==> src/rtl/irq_prio_router.sv <==
// Dock-side interrupt router: per-source routing to independently arbitrated CPU INT lines plus NMI fan-in.
// Optional macro IRQ_ROUTER_INPUT_SYNC_EN adds 2-flop synchronizers on tile_int_req/tile_nmi_req.
module irq_prio_router #(
    parameter int unsigned NUM_SLOTS       = 5,
    parameter int unsigned NUM_TILE_INT_CH = 2,
    parameter int unsigned NUM_CPU_INT     = 4,
    parameter int unsigned NUM_CPU_NMI     = 2,
    parameter int unsigned CFG_ADDR_WIDTH  = 8,
    localparam int unsigned NUM_SRC = NUM_SLOTS * NUM_TILE_INT_CH,
    localparam int unsigned SLOT_W  = (NUM_SLOTS > 1) ? $clog2(NUM_SLOTS) : 1,
    localparam int unsigned CH_W    = (NUM_TILE_INT_CH > 1) ? $clog2(NUM_TILE_INT_CH) : 1
) (
    input  logic                            clk,
    input  logic                            rst_n,
    input  logic [NUM_SRC-1:0]              tile_int_req,
    input  logic [NUM_SLOTS-1:0]            tile_nmi_req,
    input  logic [NUM_CPU_INT-1:0]          irq_ack,
    output logic [NUM_CPU_INT-1:0]          cpu_int,
    output logic [NUM_CPU_NMI-1:0]          cpu_nmi,
    output logic [NUM_CPU_INT-1:0]          int_active,
    output logic [NUM_CPU_INT*SLOT_W-1:0]   int_slot,
    output logic [NUM_SLOTS-1:0]            slot_ack,
    output logic                            ack_valid,
    output logic [3:0]                      ack_line,
    output logic [SLOT_W-1:0]               ack_slot,
    output logic [CH_W-1:0]                 ack_ch,
    input  logic                            cfg_wr_en,
    input  logic                            cfg_rd_en,
    input  logic [CFG_ADDR_WIDTH-1:0]       cfg_addr,
    input  logic [31:0]                     cfg_wdata,
    output logic [31:0]                     cfg_rdata,
    output logic                            cfg_rvalid
);

    localparam int unsigned SRC_W = (NUM_SRC > 1) ? $clog2(NUM_SRC) : 1;

    typedef struct packed {
        logic       en;
        logic       edge_mode;
        logic [2:0] prio;
        logic [3:0] idx;
    } int_route_t;

    typedef struct packed {
        logic       en;
        logic [3:0] idx;
    } nmi_route_t;

    typedef struct packed {
        logic              valid;
        logic [3:0]        line;
        logic [SLOT_W-1:0] slot;
        logic [CH_W-1:0]   ch;
    } ack_rec_t;

    int_route_t          int_cfg_q [NUM_SRC];
    int_route_t          int_cfg_d [NUM_SRC];
    nmi_route_t          nmi_cfg_q [NUM_SLOTS];
    nmi_route_t          nmi_cfg_d [NUM_SLOTS];
    logic [NUM_SRC-1:0]  pend_q, pend_d;
    logic [NUM_SRC-1:0]  req_prev_q;
    logic [NUM_CPU_INT-1:0] active_q, active_d;
    logic [SRC_W-1:0]    act_src_q  [NUM_CPU_INT];
    logic [SRC_W-1:0]    act_src_d  [NUM_CPU_INT];
    logic [SLOT_W-1:0]   act_slot_q [NUM_CPU_INT];
    logic [SLOT_W-1:0]   act_slot_d [NUM_CPU_INT];
    logic [CH_W-1:0]     act_ch_q   [NUM_CPU_INT];
    logic [CH_W-1:0]     act_ch_d   [NUM_CPU_INT];
    logic [NUM_SLOTS-1:0] slot_ack_q, slot_ack_d;
    ack_rec_t            ack_q, ack_d;
    logic [NUM_CPU_NMI-1:0] nmi_q, nmi_d;
    logic [31:0]         rdata_q, rdata_d;
    logic                rvalid_q, rvalid_d;

    logic [NUM_SRC-1:0]     int_req;
    logic [NUM_SLOTS-1:0]   nmi_req;
    logic [NUM_CPU_INT-1:0] ack_eff;
    logic [NUM_CPU_INT-1:0] rel;
    logic [NUM_SRC-1:0]     src_busy;
    logic [NUM_SRC-1:0]     src_acked;
    logic                   win_vld  [NUM_CPU_INT];
    logic [SRC_W-1:0]       win_src  [NUM_CPU_INT];
    logic [2:0]             win_prio [NUM_CPU_INT];
    logic [SLOT_W-1:0]      win_slot [NUM_CPU_INT];
    logic [CH_W-1:0]        win_ch   [NUM_CPU_INT];
    logic                   unused_wdata;

`ifdef IRQ_ROUTER_INPUT_SYNC_EN
    logic [NUM_SRC-1:0]   int_sync1_q, int_sync2_q;
    logic [NUM_SLOTS-1:0] nmi_sync1_q, nmi_sync2_q;

    // Two-stage synchronizers for asynchronous tile requests
    always_ff @(posedge clk or negedge rst_n) begin
        if (!rst_n) begin
            int_sync1_q <= '0;
            int_sync2_q <= '0;
            nmi_sync1_q <= '0;
            nmi_sync2_q <= '0;
        end else begin
            int_sync1_q <= tile_int_req;
            int_sync2_q <= int_sync1_q;
            nmi_sync1_q <= tile_nmi_req;
            nmi_sync2_q <= nmi_sync1_q;
        end
    end

    assign int_req = int_sync2_q;
    assign nmi_req = nmi_sync2_q;
`else
    assign int_req = tile_int_req;
    assign nmi_req = tile_nmi_req;
`endif

    assign ack_eff      = irq_ack & active_q;
    assign unused_wdata = ^{cfg_wdata[31:16], cfg_wdata[13:11], cfg_wdata[7:4]};

    // Which sources are currently in service, and which of those were acked this cycle
    always_comb begin
        src_busy  = '0;
        src_acked = '0;
        for (int i = 0; i < int'(NUM_SRC); i++) begin
            for (int j = 0; j < int'(NUM_CPU_INT); j++) begin
                if (active_q[j] && act_src_q[j] == SRC_W'(i)) begin
                    src_busy[i] = 1'b1;
                    if (ack_eff[j]) src_acked[i] = 1'b1;
                end
            end
        end
    end

    // Release of the active source on each line
    always_comb begin
        rel = '0;
        for (int j = 0; j < int'(NUM_CPU_INT); j++) begin
            for (int i = 0; i < int'(NUM_SRC); i++) begin
                if (active_q[j] && act_src_q[j] == SRC_W'(i)) begin
                    rel[j] = !int_cfg_q[i].en
                           || int_cfg_q[i].idx != 4'(j)
                           || (int_cfg_q[i].edge_mode ? ack_eff[j] : !int_req[i]);
                end
            end
        end
    end

    // Per-line winner: highest priority, strict > keeps the lowest index on ties
    always_comb begin
        for (int j = 0; j < int'(NUM_CPU_INT); j++) begin
            win_vld[j]  = 1'b0;
            win_src[j]  = '0;
            win_prio[j] = '0;
            win_slot[j] = '0;
            win_ch[j]   = '0;
            for (int i = 0; i < int'(NUM_SRC); i++) begin
                if (pend_q[i] && int_cfg_q[i].en && int_cfg_q[i].idx == 4'(j) && !src_busy[i]
                    && (!win_vld[j] || int_cfg_q[i].prio > win_prio[j])) begin
                    win_vld[j]  = 1'b1;
                    win_src[j]  = SRC_W'(i);
                    win_prio[j] = int_cfg_q[i].prio;
                    win_slot[j] = SLOT_W'(i / int'(NUM_TILE_INT_CH));
                    win_ch[j]   = CH_W'(i % int'(NUM_TILE_INT_CH));
                end
            end
        end
    end

    // Next-state: config, pending, line ownership, ack record, NMI
    always_comb begin
        int_cfg_d  = int_cfg_q;
        nmi_cfg_d  = nmi_cfg_q;
        pend_d     = '0;
        active_d   = active_q;
        act_src_d  = act_src_q;
        act_slot_d = act_slot_q;
        act_ch_d   = act_ch_q;
        slot_ack_d = '0;
        ack_d      = '0;
        nmi_d      = '0;
        rdata_d    = '0;
        rvalid_d   = cfg_rd_en;

        if (cfg_wr_en) begin
            for (int i = 0; i < int'(NUM_SRC); i++) begin
                if (cfg_addr == CFG_ADDR_WIDTH'(i)) begin
                    int_cfg_d[i] = '{en: cfg_wdata[15], edge_mode: cfg_wdata[14],
                                     prio: cfg_wdata[10:8], idx: cfg_wdata[3:0]};
                end
            end
            for (int s = 0; s < int'(NUM_SLOTS); s++) begin
                if (cfg_addr == CFG_ADDR_WIDTH'(int'(NUM_SRC) + s)) begin
                    nmi_cfg_d[s] = '{en: cfg_wdata[15], idx: cfg_wdata[3:0]};
                end
            end
        end

        if (cfg_rd_en) begin
            for (int i = 0; i < int'(NUM_SRC); i++) begin
                if (cfg_addr == CFG_ADDR_WIDTH'(i)) begin
                    rdata_d = {16'h0, int_cfg_q[i].en, int_cfg_q[i].edge_mode, 3'b000,
                               int_cfg_q[i].prio, 4'h0, int_cfg_q[i].idx};
                end
            end
            for (int s = 0; s < int'(NUM_SLOTS); s++) begin
                if (cfg_addr == CFG_ADDR_WIDTH'(int'(NUM_SRC) + s)) begin
                    rdata_d = {16'h0, nmi_cfg_q[s].en, 11'h0, nmi_cfg_q[s].idx};
                end
            end
            if (cfg_addr == CFG_ADDR_WIDTH'(NUM_SRC + NUM_SLOTS)) begin
                rdata_d = {16'(active_q), 16'h0};
            end
        end

        // Edge pend: set beats clear; level pend simply tracks the request
        for (int i = 0; i < int'(NUM_SRC); i++) begin
            if (int_cfg_q[i].edge_mode) begin
                pend_d[i] = (int_req[i] & ~req_prev_q[i] & int_cfg_q[i].en)
                          | (pend_q[i] & int_cfg_q[i].en & ~src_acked[i]);
            end else begin
                pend_d[i] = int_req[i] & int_cfg_q[i].en;
            end
        end

        for (int j = 0; j < int'(NUM_CPU_INT); j++) begin
            if (!active_q[j] || rel[j]) begin
                active_d[j]   = win_vld[j];
                act_src_d[j]  = win_src[j];
                act_slot_d[j] = win_slot[j];
                act_ch_d[j]   = win_ch[j];
            end
        end

        // Walk lines downward so the lowest acked line owns the record
        for (int j = int'(NUM_CPU_INT) - 1; j >= 0; j--) begin
            if (ack_eff[j]) begin
                ack_d = '{valid: 1'b1, line: 4'(j), slot: act_slot_q[j], ch: act_ch_q[j]};
                for (int s = 0; s < int'(NUM_SLOTS); s++) begin
                    if (act_slot_q[j] == SLOT_W'(s)) slot_ack_d[s] = 1'b1;
                end
            end
        end

        for (int n = 0; n < int'(NUM_CPU_NMI); n++) begin
            for (int s = 0; s < int'(NUM_SLOTS); s++) begin
                if (nmi_req[s] && nmi_cfg_q[s].en && nmi_cfg_q[s].idx == 4'(n)) nmi_d[n] = 1'b1;
            end
        end
    end

    always_ff @(posedge clk or negedge rst_n) begin
        if (!rst_n) begin
            for (int i = 0; i < int'(NUM_SRC); i++) int_cfg_q[i] <= '0;
            for (int s = 0; s < int'(NUM_SLOTS); s++) nmi_cfg_q[s] <= '0;
            for (int j = 0; j < int'(NUM_CPU_INT); j++) begin
                act_src_q[j]  <= '0;
                act_slot_q[j] <= '0;
                act_ch_q[j]   <= '0;
            end
            pend_q     <= '0;
            req_prev_q <= '0;
            active_q   <= '0;
            slot_ack_q <= '0;
            ack_q      <= '0;
            nmi_q      <= '0;
            rdata_q    <= '0;
            rvalid_q   <= 1'b0;
        end else begin
            int_cfg_q  <= int_cfg_d;
            nmi_cfg_q  <= nmi_cfg_d;
            act_src_q  <= act_src_d;
            act_slot_q <= act_slot_d;
            act_ch_q   <= act_ch_d;
            pend_q     <= pend_d;
            req_prev_q <= int_req;
            active_q   <= active_d;
            slot_ack_q <= slot_ack_d;
            ack_q      <= ack_d;
            nmi_q      <= nmi_d;
            rdata_q    <= rdata_d;
            rvalid_q   <= rvalid_d;
        end
    end

    always_comb begin
        int_slot = '0;
        for (int j = 0; j < int'(NUM_CPU_INT); j++) begin
            int_slot[j*SLOT_W +: SLOT_W] = act_slot_q[j];
        end
    end

    assign cpu_int    = active_q;
    assign int_active = active_q;
    assign cpu_nmi    = nmi_q;
    assign slot_ack   = slot_ack_q;
    assign ack_valid  = ack_q.valid;
    assign ack_line   = ack_q.line;
    assign ack_slot   = ack_q.slot;
    assign ack_ch     = ack_q.ch;
    assign cfg_rdata  = rdata_q;
    assign cfg_rvalid = rvalid_q;

endmodule
==> config.mk <==
export PLATFORM = sky130hd
export DESIGN_NAME = irq_prio_router
export DESIGN_NICKNAME = d
export VERILOG_FILES = /design/src/rtl/irq_prio_router.sv
export SDC_FILE = /design/constraint.sdc
export NUM_CORES = 1
export LEC_CHECK = 0
export ABC_AREA = 1
export CAP_MARGIN = 5
export CORE_UTILIZATION = 55
export CTS_CLUSTER_SIZE = 10
export DETAILED_ROUTE_END_ITERATION = 6
export PLACE_DENSITY_LB_ADDON = 0.15
export RECOVER_POWER = 50
export SLEW_MARGIN = 0
export SYNTH_ARGS = -nofsm -noshare
export SYNTH_HDL_FRONTEND = slang
export SYNTH_SLANG_ARGS = --single-unit
==> constraint.sdc <==
create_clock -name clk -period 16.1 [get_ports clk]
set_input_delay 3.22 -clock clk [delete_from_list [all_inputs] [get_ports clk]]
set_output_delay 3.22 -clock clk [all_outputs]
set_load 0.1 [all_outputs]
After elaboration in Yosys (flattened, before gate mapping)

Cells that the tools add are included.

Output and inout bits: 69
Register bits: 220
Logic and storage cells: 1181
Bits of input ports: 63

Bitwise operators: 81
Equality and inequality tests: 132
$lt $le $gt $ge: 36
Muxes and demuxes: 436
Reduce and logical (&&, ||, !) cells: 420

Operators with widths:

| cell                                                                    | count |
|---|---|
| 32-bit 2-to-1 mux                                                       | 16 |
| 1-bit 2-to-1 mux                                                        | 315 |
| 3-bit 2-to-1 mux                                                        | 64 |
| 1-bit logical AND                                                       | 181 |
| 4-bit 2-to-1 mux                                                        | 32 |
| 1-bit logical OR                                                        | 120 |
| 4-bit by 2-bit == test with 1-bit output, second input constant         | 28 |
| 3-bit greater-than comparator                                           | 36 |
| 4-bit by 2-bit inequality test with 1-bit output, second input constant | 20 |
| 4-bit by 1-bit == test with 1-bit output, second input constant         | 19 |
| 4-bit zero test                                                         | 19 |
| 1-bit zero test                                                         | 70 |
| 4-bit by 3-bit == test with 1-bit output, second input constant         | 16 |
| 8-bit by 4-bit == test with 1-bit output, second input constant         | 8 |
| 1-bit bitwise AND                                                       | 50 |
| 4-bit by 1-bit inequality test with 1-bit output, second input constant | 10 |
| 4-bit nonzero test                                                      | 10 |
| 9-bit 2-to-1 mux                                                        | 4 |
| 4-bit == test, second input constant                                    | 8 |
| 8-bit by 3-bit == test with 1-bit output, second input constant         | 4 |
| 2-bit AND reduction                                                     | 15 |
| 3-bit by 2-bit == test with 1-bit output, second input constant         | 8 |
| 5-bit 2-to-1 mux                                                        | 4 |
| 1-bit inverter                                                          | 20 |
| 9 further kinds                                                         | 28 |

Longest topological paths before layout

Gate-level depths: netlist of run 1.

Depth after elaboration: 45
Gate-level depth with buffers: 90
Mapped depth without buffers: 90

Least setup slack after synthesis of run 1

OpenSTA, ideal clock, no wires.

Kind: reg-to-reg
From: reg act_src_q[14] (netlist bit)
To: reg act_src_q[14] (netlist bit)
Stages on the path, launching flop included: 87
Arrival: 10.451 ns
Slack: 5.566 ns
Clock period less this slack: 10.534 ns
Required time: 16.017 ns
Library setup time: 0.083 ns
Cell sequence: dfrtp_1 -> nor2_1 -> nand3_1 -> nand2_1 -> nor2_4 -> buf_8 -> nand3_1 -> ha_1 -> nand2_1 -> o21ai_0 -> nand2_1 -> nand3_2 -> nand2_2 -> nand2_1 -> nand2_2 -> ha_1 -> nand2_1 -> o21ai_0 -> (+51 left out) -> nand2_1 -> and2_1 -> ha_1 -> nand2_1 -> o21ai_0 -> nand2_1 -> nand2_1 -> nand2_1 -> nand3_1 -> o21ai_0 -> ha_1 -> a21oi_1 -> o21ai_0 -> a21oi_1 -> nor2_1 -> nor3_1 -> nand2_1 -> o21ai_0

Cells in the longest elaborated chain, start to end: 45
Elaborated cells on any way between the ends: 152

Ends and longest elaborated chain:

| what                                                                    | line     | RTL |
|---|---|---|
| start, declared                                                         | 63       | `logic [SRC_W-1:0] act_src_q [NUM_CPU_INT];` |
| start signal, assigned                                                  | 268      | `act_src_q <= act_src_d;` |
| 4-bit zero test                                                         | 123, 136 |  |
| 1-bit logical AND                                                       | 123, 136 |  |
| 1-bit 2-to-1 mux (4 in a row)                                           | 123      | `if (active_q[j] && act_src_q[j] == SRC_W'(i)) begin` |
| 1-bit zero test                                                         | 154      | `if (pend_q[i] && int_cfg_q[i].en && int_cfg_q[i].idx == 4'(j) && !src_busy[i]` |
| 1-bit logical AND                                                       | 154      |  |
| 3-bit 2-to-1 mux / 1-bit 2-to-1 mux (equally long branches)             | 154      |  |
| 3-bit greater-than comparator / 1-bit zero test (equally long branches) | 155      | `&& (!win_vld[j] \|\| int_cfg_q[i].prio > win_prio[j])) begin` |
| 1-bit logical OR                                                        | 155      |  |
| (+26 left out)                                                          | n/a      |  |
| 3-bit greater-than comparator / 1-bit zero test (equally long branches) | 155      |  |
| 1-bit logical OR                                                        | 155      |  |
| 1-bit logical AND                                                       | 155      |  |
| 3-bit 2-to-1 mux / 1-bit 2-to-1 mux (equally long branches)             | 154      |  |
| 3-bit greater-than comparator / 1-bit zero test (equally long branches) | 155      |  |
| 1-bit logical OR                                                        | 155      |  |
| 1-bit logical AND                                                       | 155      |  |
| 4-bit 2-to-1 mux                                                        | 154      |  |

Several ways; a longest one is shown, not always the timed one.
A chain may end at the register's enable or synchronous reset.

Worst setup path in the final report of run 1

From: reg act_src_q[10] (netlist bit)
To: reg act_src_q[2] (netlist bit)

Cells in the longest elaborated chain, start to end: 44
Elaborated cells on any way between the ends: 131

Ends and longest elaborated chain:

| what                                                                    | line |
|---|---|
| 4-bit zero test                                                         | 123 |
| 1-bit logical AND                                                       | 123 |
| 1-bit 2-to-1 mux (3 in a row)                                           | 123 |
| 1-bit zero test                                                         | 154 |
| 1-bit logical AND                                                       | 154 |
| 3-bit 2-to-1 mux / 1-bit 2-to-1 mux (equally long branches)             | 154 |
| 3-bit greater-than comparator / 1-bit zero test (equally long branches) | 155 |
| 1-bit logical OR                                                        | 155 |
| (+26 left out)                                                          | n/a |
| 3-bit greater-than comparator / 1-bit zero test (equally long branches) | 155 |
| 1-bit logical OR                                                        | 155 |
| 1-bit logical AND                                                       | 155 |
| 3-bit 2-to-1 mux / 1-bit 2-to-1 mux (equally long branches)             | 154 |
| 3-bit greater-than comparator / 1-bit zero test (equally long branches) | 155 |
| 1-bit logical OR                                                        | 155 |
| 1-bit logical AND                                                       | 155 |
| 4-bit 2-to-1 mux *                                                      | 154 |

Mark *: on every way between the ends. The rest lies on a longest branch, timed or not.

==> results of run 1 <==
[flip-flops by register name, summed over array words and instances, names as in the netlist, 2 cells and up]
name and flops:
cfg_rdata 13, cpu_nmi 2, slot_ack 5, ack_line 2, ack_slot 3, pend_q 10, req_prev_q 10, cpu_int 4
int_cfg_q 90, nmi_cfg_q 25, act_src_q 16
[worst max-delay path by stage]
stage | from | end | slack (ns) | cells past startpoint
6_report | act_src_q[10]$_DFFE_PN0P_ | act_src_q[2]$_DFFE_PN0P_ | 4.00 | 87
5_1_grt | act_src_q[10]$_DFFE_PN0P_ | act_src_q[2]$_DFFE_PN0P_ | 2.68 | 87
4_1_cts | act_src_q[10]$_DFFE_PN0P_ | act_src_q[2]$_DFFE_PN0P_ | 4.19 | 87
3_5_place_dp | act_src_q[10]$_DFFE_PN0P_ | act_src_q[2]$_DFFE_PN0P_ | 4.25 | 87
3_3_place_gp | act_src_q[13]$_DFFE_PN0P_ | act_src_q[2]$_DFFE_PN0P_ | 4.57 | 87
2_1_floorplan | act_src_q[14]$_DFFE_PN0P_ | act_src_q[14]$_DFFE_PN0P_ | 5.57 | 86
[worst register-to-register path, delay by kind of cell, from the launching register on]
family	cells	cell delay, ns
buffers and inverters	10	0.75
AND/OR/NAND/NOR	47	5.10
adder cells (fa/ha/maj)	9	2.74
flip-flops	1	0.49
AO/OA/AOI/OAI	21	2.94
[placed cells by master (no fill, tap or decap), types with 15 or more instances in the layout]
cell,netlist,final
ha_1,100,100
o21ai_0,222,222
clkdlybuf4s50_1,0,71
inv_1,232,232
nand2_1,521,521
nand2_2,33,33
o21ai_1,34,34
o22ai_1,20,20
nand3_2,20,20
nand3_1,174,174
and2_1,16,16
conb_1,1,21
dlygate4sd3_1,0,15
clkbuf_16,0,17
o221ai_1,16,16
nor3_1,43,43
a21oi_1,75,75
nor2_1,168,168
dfrtp_1,183,183
nand4_1,15,15
[cells by family (layout without fill, tap and decap cells)]
family	after synthesis	count (layout)	synth area share (%)
AND/OR/NAND/NOR	1047	1047	33.1
AO/OA/AOI/OAI	444	444	17.7
buffers and inverters	295	369	8.49
flip-flops	183	183	32.0
adder cells (fa/ha/maj)	100	100	8.73
other	1	21	0.0262
[per-layer routing]
layer / GRT usage [%] / vias to the layer above
li1: - / 7138
met2: 61.5 / 689
met4: 17.2 / 0
met3: 5.36 / 122
met1: 50.7 / 6969
met5: 0 / -
[cell type report]
class | count | area, um^2 | share of cell area [%]
clock buffers | 17 | 425 | 2.65
clock inverters | 15 | 220 | 1.37
inverters | 241 | 905 | 5.63
multi-input cells | 1612 | 8610 | 53.6
flip-flops and latches | 183 | 4580 | 28.5
well taps | 330 | 413 | 2.57
repair buffers | 96 | 925 | 5.75
[stage by stage]
stage,setup slack (ns),std cells,instance area [um^2]
detailed placement,4.25,2462,15400
finish,4.00,2494,16100
global placement,4.57,2462,15400
CTS,4.19,2494,16100
floorplan,5.57,2090,14400
global route,2.68,2494,16100
[power by group]
group          switching (mW)  internal [mW]
sequential             0.0295          0.479
clock                   0.234          0.234
combinational           0.164         0.0568
total                   0.428          0.770
==> metrics.md, run 1 <==
| Metric | Value |
|---|---|
| Area Growth Syn to Fin | 12.2% |
| Yosys warns | 0 |
| Core Box Area | 25400 um^2 |
| R2R depth | between 80 and 90 |
| Fin. max-slew vios | 186 |
| Max-cap violations | 2 |
| Synthesized area per cell | 6.92 um^2 |
| Initial Util | 56.4% |
| I/O pin count | 132 |
| CP Max Fanout | 14 |
| Top layer reached by signal wires | met4 |
| Measured slew at the worst slew-check pin | 6.13 ns |
| Worst path max stage delay | between 0.4 and 0.5 ns |
| Drt drc | 0 |
| Root Driver | clkbuf_16 |
| Share of cells above drive strength 1 | 6.75% |
| Hold Path Origin | int_cfg_q[49]$_DFFE_PN0P_ |
| Library cells used by synthesis | 56 |
| Hold EP | int_cfg_q[49]$_DFFE_PN0P_ |
| Hold WS | between 0.4 and 0.5 ns |
| RSZ-0062 raised after global routing | false |
| Sequential share of the synthesized area | 32.0% |
| TritonCTS clock tree | done |
| Post-DP HPWL | around 39000 um |
| Wirelength per Cell | 20.0 um |
| Yosys reg bits | 183 |
| Vias in the first global route | around 14000 |
| Antenna cells | 0 |
| Final hold vios | 0 |
| CP Buf/Inv Count | 10 |
| Clock net sink count | 183 |
| DR pass1 iterations | 5 |
| Final worst path period share | 75.2% |
| Initial antenna violation count | 0 |
| Met2 wire length | between 20000 and 25000 um |
| Inserted Clock Buffers | 17 |
| Placer Congestion | 1.01 |
| Die Ht | 163 um |
| Top cell type's share of synthesized area | 32.0% |
| Pwr/cell area | ~75 nW/um^2 |
| Data required, critical path | 16.47 ns |
| Setup TNS | 0 ns |
| Worst min-delay path class | reg2reg |
| PortBufs | slightly below 90 |
| Startpoint types | flop |
| Synth area leader | dfrtp_1 |
| Global-route wire length before repair | around 76000 um |
| Static Leak | a little under 8 nW |
| Total power | 1.20 mW |
| Routed WL | 49900 um |
| Critical path's slowest cell | dfrtp_1 |
| Clock Pin Slew Worst Setup and Hold Paths | about 0.080 ns |
| Final setup viols | 0 |
| DR WL met3 | roughly 4000 um |
| Die width | 163 um |
| Cell Area, Synth | roughly 14000 um^2 |
| WHS Path Cells | 2 |
| Synth area leaders | dfrtp_1 (32%), nand2_1 (14%), ha_1 (8.7%) |
| Fin crit period | 12.10 ns |
| Pin count of the biggest net entering global routing | 114 |
| Final Skew | between 0.015 and 0.02 ns |
| Num rows | between 50 and 60 |
| Failing checks | max-capacitance violations, max-slew violations |
| EDFF count, synth | 0 |
| Bufs on Longest Clock Path | 2 |
| Skew-Pair Late Insertion Delay | 0.46 ns |
| Peak VDD IR | 0.0711 mV |
| Worst Setup End Kind | flop |
| GRT Util Overall | 38.1% |
| Post-CTS setup buffers | 0 |
| CP top delay family | simple AND/OR/NAND/NOR gates |
| Crit path DAT | 12.47 ns |
| Worst R2R Start | act_src_q[10]$_DFFE_PN0P_ |
| CP Class | reg2reg |
| Routed Antenna Nets | 0 |
| Worst reg2reg setup slack | around 4.0 ns |
| Main synth FF type | dfrtp_1 |
| Slew HR | -309% |
| Reg-to-Reg End | act_src_q[2]$_DFFE_PN0P_ |
| DR vias | 14918 |
| Status | finished, violations left |
| Finished Core Util | 63.3% |
| H-tree depth | 4 |
| Crit path top cell by count | nand2_1 |
| Cts-stage hold buffer count | 0 |
| Iter 0 DRT Violations | 1605 |
| Cts repair resizes | 0 |
| Ys async rst share | 100% |
| Die Footprint | between 20000 and 30000 um^2 |
| Grt ovf | 0 |
| Post-synth top cells | nand2_1 (521), inv_1 (232), o21ai_0 (222) |
| Fill count | roughly 2400 |
| Nets | 2314 |
| Highest clock rate | 0.0826 GHz |
| Most frequent cell after synthesis | nand2_1 |
| Vias/cell | 5.98 |
| Cells after Synth | roughly 2100 |
| Routed met1 length | roughly 21000 um |
Note: power is estimated with default switching activity, not from simulation.
==> run 2: changes to the inputs <==
CORE_UTILIZATION = 54   (was 55)
clock period = 11.1 ns   (was 16.1 ns; I/O delays follow)
==> run 2 against run 1 <==
Compared with the run above: via count increased by 4.0%; largest cell class unchanged; largest power group unchanged; wire length increased by 1.4%; sequential cell count unchanged; critical endpoint is now act_src_q[9]$_DFFE_PN0P_; register-to-register slack got worse by 3.6 ns; non-clock buffer count increased by 65; maximum frequency increased by 13%; design area increased by 9.4%; first-iteration DRC count decreased by 5.2%; combinational power increased by 71%; the flow finishes with violations (design-rule violations, max-capacitance violations, max-slew violations).
==> metrics.md, run 2 (synthesis gave the netlist of run 1 again) <==
| Metric | Value |
|---|---|
| Skew-Pair Late Insertion Delay | 0.45 ns |
| Share of cells above drive strength 1 | 17.4% |
| Data required, critical path | 11.47 ns |
| Crit path DAT | 11.05 ns |
| Final worst path period share | 96.2% |
| Area Growth Syn to Fin | 22.7% |
| CP Max Fanout | 7 |
| Routed Antenna Nets | 0 |
| Max-cap violations | 2 |
| Global-route wire length before repair | ~75000 um |
| Vias in the first global route | between 10000 and 15000 |
| Highest clock rate | 0.0936 GHz |
| Bufs on Longest Clock Path | 2 |
| I/O pin count | between 100 and 150 |
| Initial antenna violation count | 0 |
| Die width | 165 um |
| Worst min-delay path class | reg2reg |
| Routed WL | ~51000 um |
| Finished Core Util | between 60% and 70% |
| R2R depth | 83 |
| Initial Util | between 50% and 60% |
| Area after DPL | ~16000 um^2 |
| Final Skew | 0.0198 ns |
| Wirelength per Cell | 19.7 um |
| Finished layout cell area | roughly 18000 um^2 |
| Placer Congestion | about 1.1 |
| Status | finished, violations left |
| Clock Pin Slew Worst Setup and Hold Paths | 0.08 ns |
| CP Class | reg2reg |
| Pwr/cell area | 99.1 nW/um^2 |
| WHS Path Cells | 2 |
| DR vias | 15508 |
| Fill count | 2238 |
| Die Ht | around 160 um |
| Routed met1 length | 20100 um |
| RSZ-0062 raised after global routing | true |
| H-tree depth | 4 |
| GRT Util Overall | 36.6% |
| Max reg flops | 90 |
| Measured slew at the worst slew-check pin | slightly above 6 ns |
| Fin. max-slew vios | 186 |
| Core Box Area | approximately 26000 um^2 |
| Post-DP HPWL | 38300 um |
| Final setup viols | 0 |
| PortBufs | 87 |
| Static Leak | between 8 and 9 nW |
| Vias/cell | 6.05 |
| DR pass1 iterations | 7 |
| Failing checks | design-rule violations, max-capacitance violations, max-slew violations |
| Pin count of the biggest net entering global routing | about 110 |
| Worst Setup End Kind | flop |
| Worst reg2reg setup slack | 0.42 ns |
| Antenna cells | 0 |
| Peak VDD IR | 0.0934 mV |
| Nets | 2380 |
| Top layer reached by signal wires | met4 |
| Die Footprint | 27200 um^2 |
| Final hold vios | 0 |
| Cts-stage hold buffer count | 0 |
| Slew HR | -308% |
| Iter 0 DRT Violations | 1521 |
| Most frequent cells in the layout | nand2_1 (464), inv_1 (223), dfrtp_1 (181) |
| Met2 wire length | 24000 um |
| Startpoint types | flop |
| Grt ovf | 0 |
| Num rows | 59 |
| Commonest non-fill, non-tap cell in the layout | nand2_1 |
| TritonCTS clock tree | done |
| Fin crit period | 10.68 ns |
| DR WL met3 | 4590 um |
| Clock net sink count | 183 |
| Inserted Clock Buffers | 17 |
| Drt drc | 10 |
| Regs by FF count | int_cfg_q: 90 flops, nmi_cfg_q: 25 flops, act_src_q: 16 flops |
| Worst path max stage delay | 0.44 ns |
| Root Driver | clkbuf_16 |
| Crit path top cell by count | nand2_1 |
| Critical path's slowest cell | dfrtp_1 |
| Largest reg by FF count | int_cfg_q |
-- run 2: cell types whose count changed in the layout (fill, tap and decap cells not counted), moves of 27 or more --
cell     previous run  this run
o21ai_0           222       179
ha_4                0        27
nand2_2            33        69
ha_1              100        71
buf_4               7        68
nand2_1           521       464
-- run 2: power by group --
group	switching [mW]	total (mW)	leakage [nW]	internal, mW
Clock	0.313	0.626	0.299	0.313
Combinational	0.266	0.379	5.42	0.113
Sequential	0.0434	0.739	2.50	0.695
Total	0.623	1.74	8.23	1.12
-- run 2: worst paths after layout --
check	end	start
setup / recovery	act_src_q[9]$_DFFE_PN0P_	act_src_q[15]$_DFFE_PN0P_
hold / removal	int_cfg_q[58]$_DFFE_PN0P_	int_cfg_q[58]$_DFFE_PN0P_
setup reg to reg	act_src_q[9]$_DFFE_PN0P_	act_src_q[15]$_DFFE_PN0P_
hold reg to reg	int_cfg_q[58]$_DFFE_PN0P_	int_cfg_q[58]$_DFFE_PN0P_
max in group asynchronous	int_cfg_q[23]$_DFFE_PN0P_	rst_n
min in group asynchronous	cpu_int[0]$_DFFE_PN0P_	rst_n
-- run 2: cell type report --
cell class / instances / area, um^2 / area share, %
Multi-Input combinational cell: 1613 / 9640 / 54.8
Sequential cell: 183 / 4580 / 26.1
Timing Repair Buffer: 161 / 1430 / 8.13
Inverter: 241 / 907 / 5.16
Clock buffer: 18 / 439 / 2.50
Tap cell: 335 / 419 / 2.38
Clock inverter: 14 / 173 / 0.982
-- run 2: layer usage --
metal  GRT usage, %  vias to the layer above
met3           5.88                      145
met4           15.2                        0
met2           60.5                      786
li1               -                     7272
met1           47.3                     7305
met5              0                        -
-- run 2: repair_timing --
item | in CTS | in global routing
gates cloned | 1 | 0
pin swaps | 2 | 108
setup buffers | 2 | 31
resized for setup | 18 | 246
setup endpoints to repair | 15 | 16
-- run 2: through the flow --
stage               TNS [ns]  instances  setup slack (ns)  hold slack, ns  power (mW)
global placement           0       2499            0.0510           0.466        1.07
global route           -2.79       2565            -0.290           0.510        1.80
CTS                        0       2534           0.00731           0.491        1.70
detailed placement     -3.25       2499            -0.374           0.473        1.08
finish                     0       2565             0.416           0.494        1.74
floorplan                  0       2090             0.566           0.453       0.969
-- run 2: worst max-delay path, delay by kind of cell, from the launching register on --
family,cells,cell delay [ns]
fa+ha+maj,9,2.84
buf+inv,5,0.44
flops,1,0.44
simple gates,48,4.43
compound gates,21,2.45
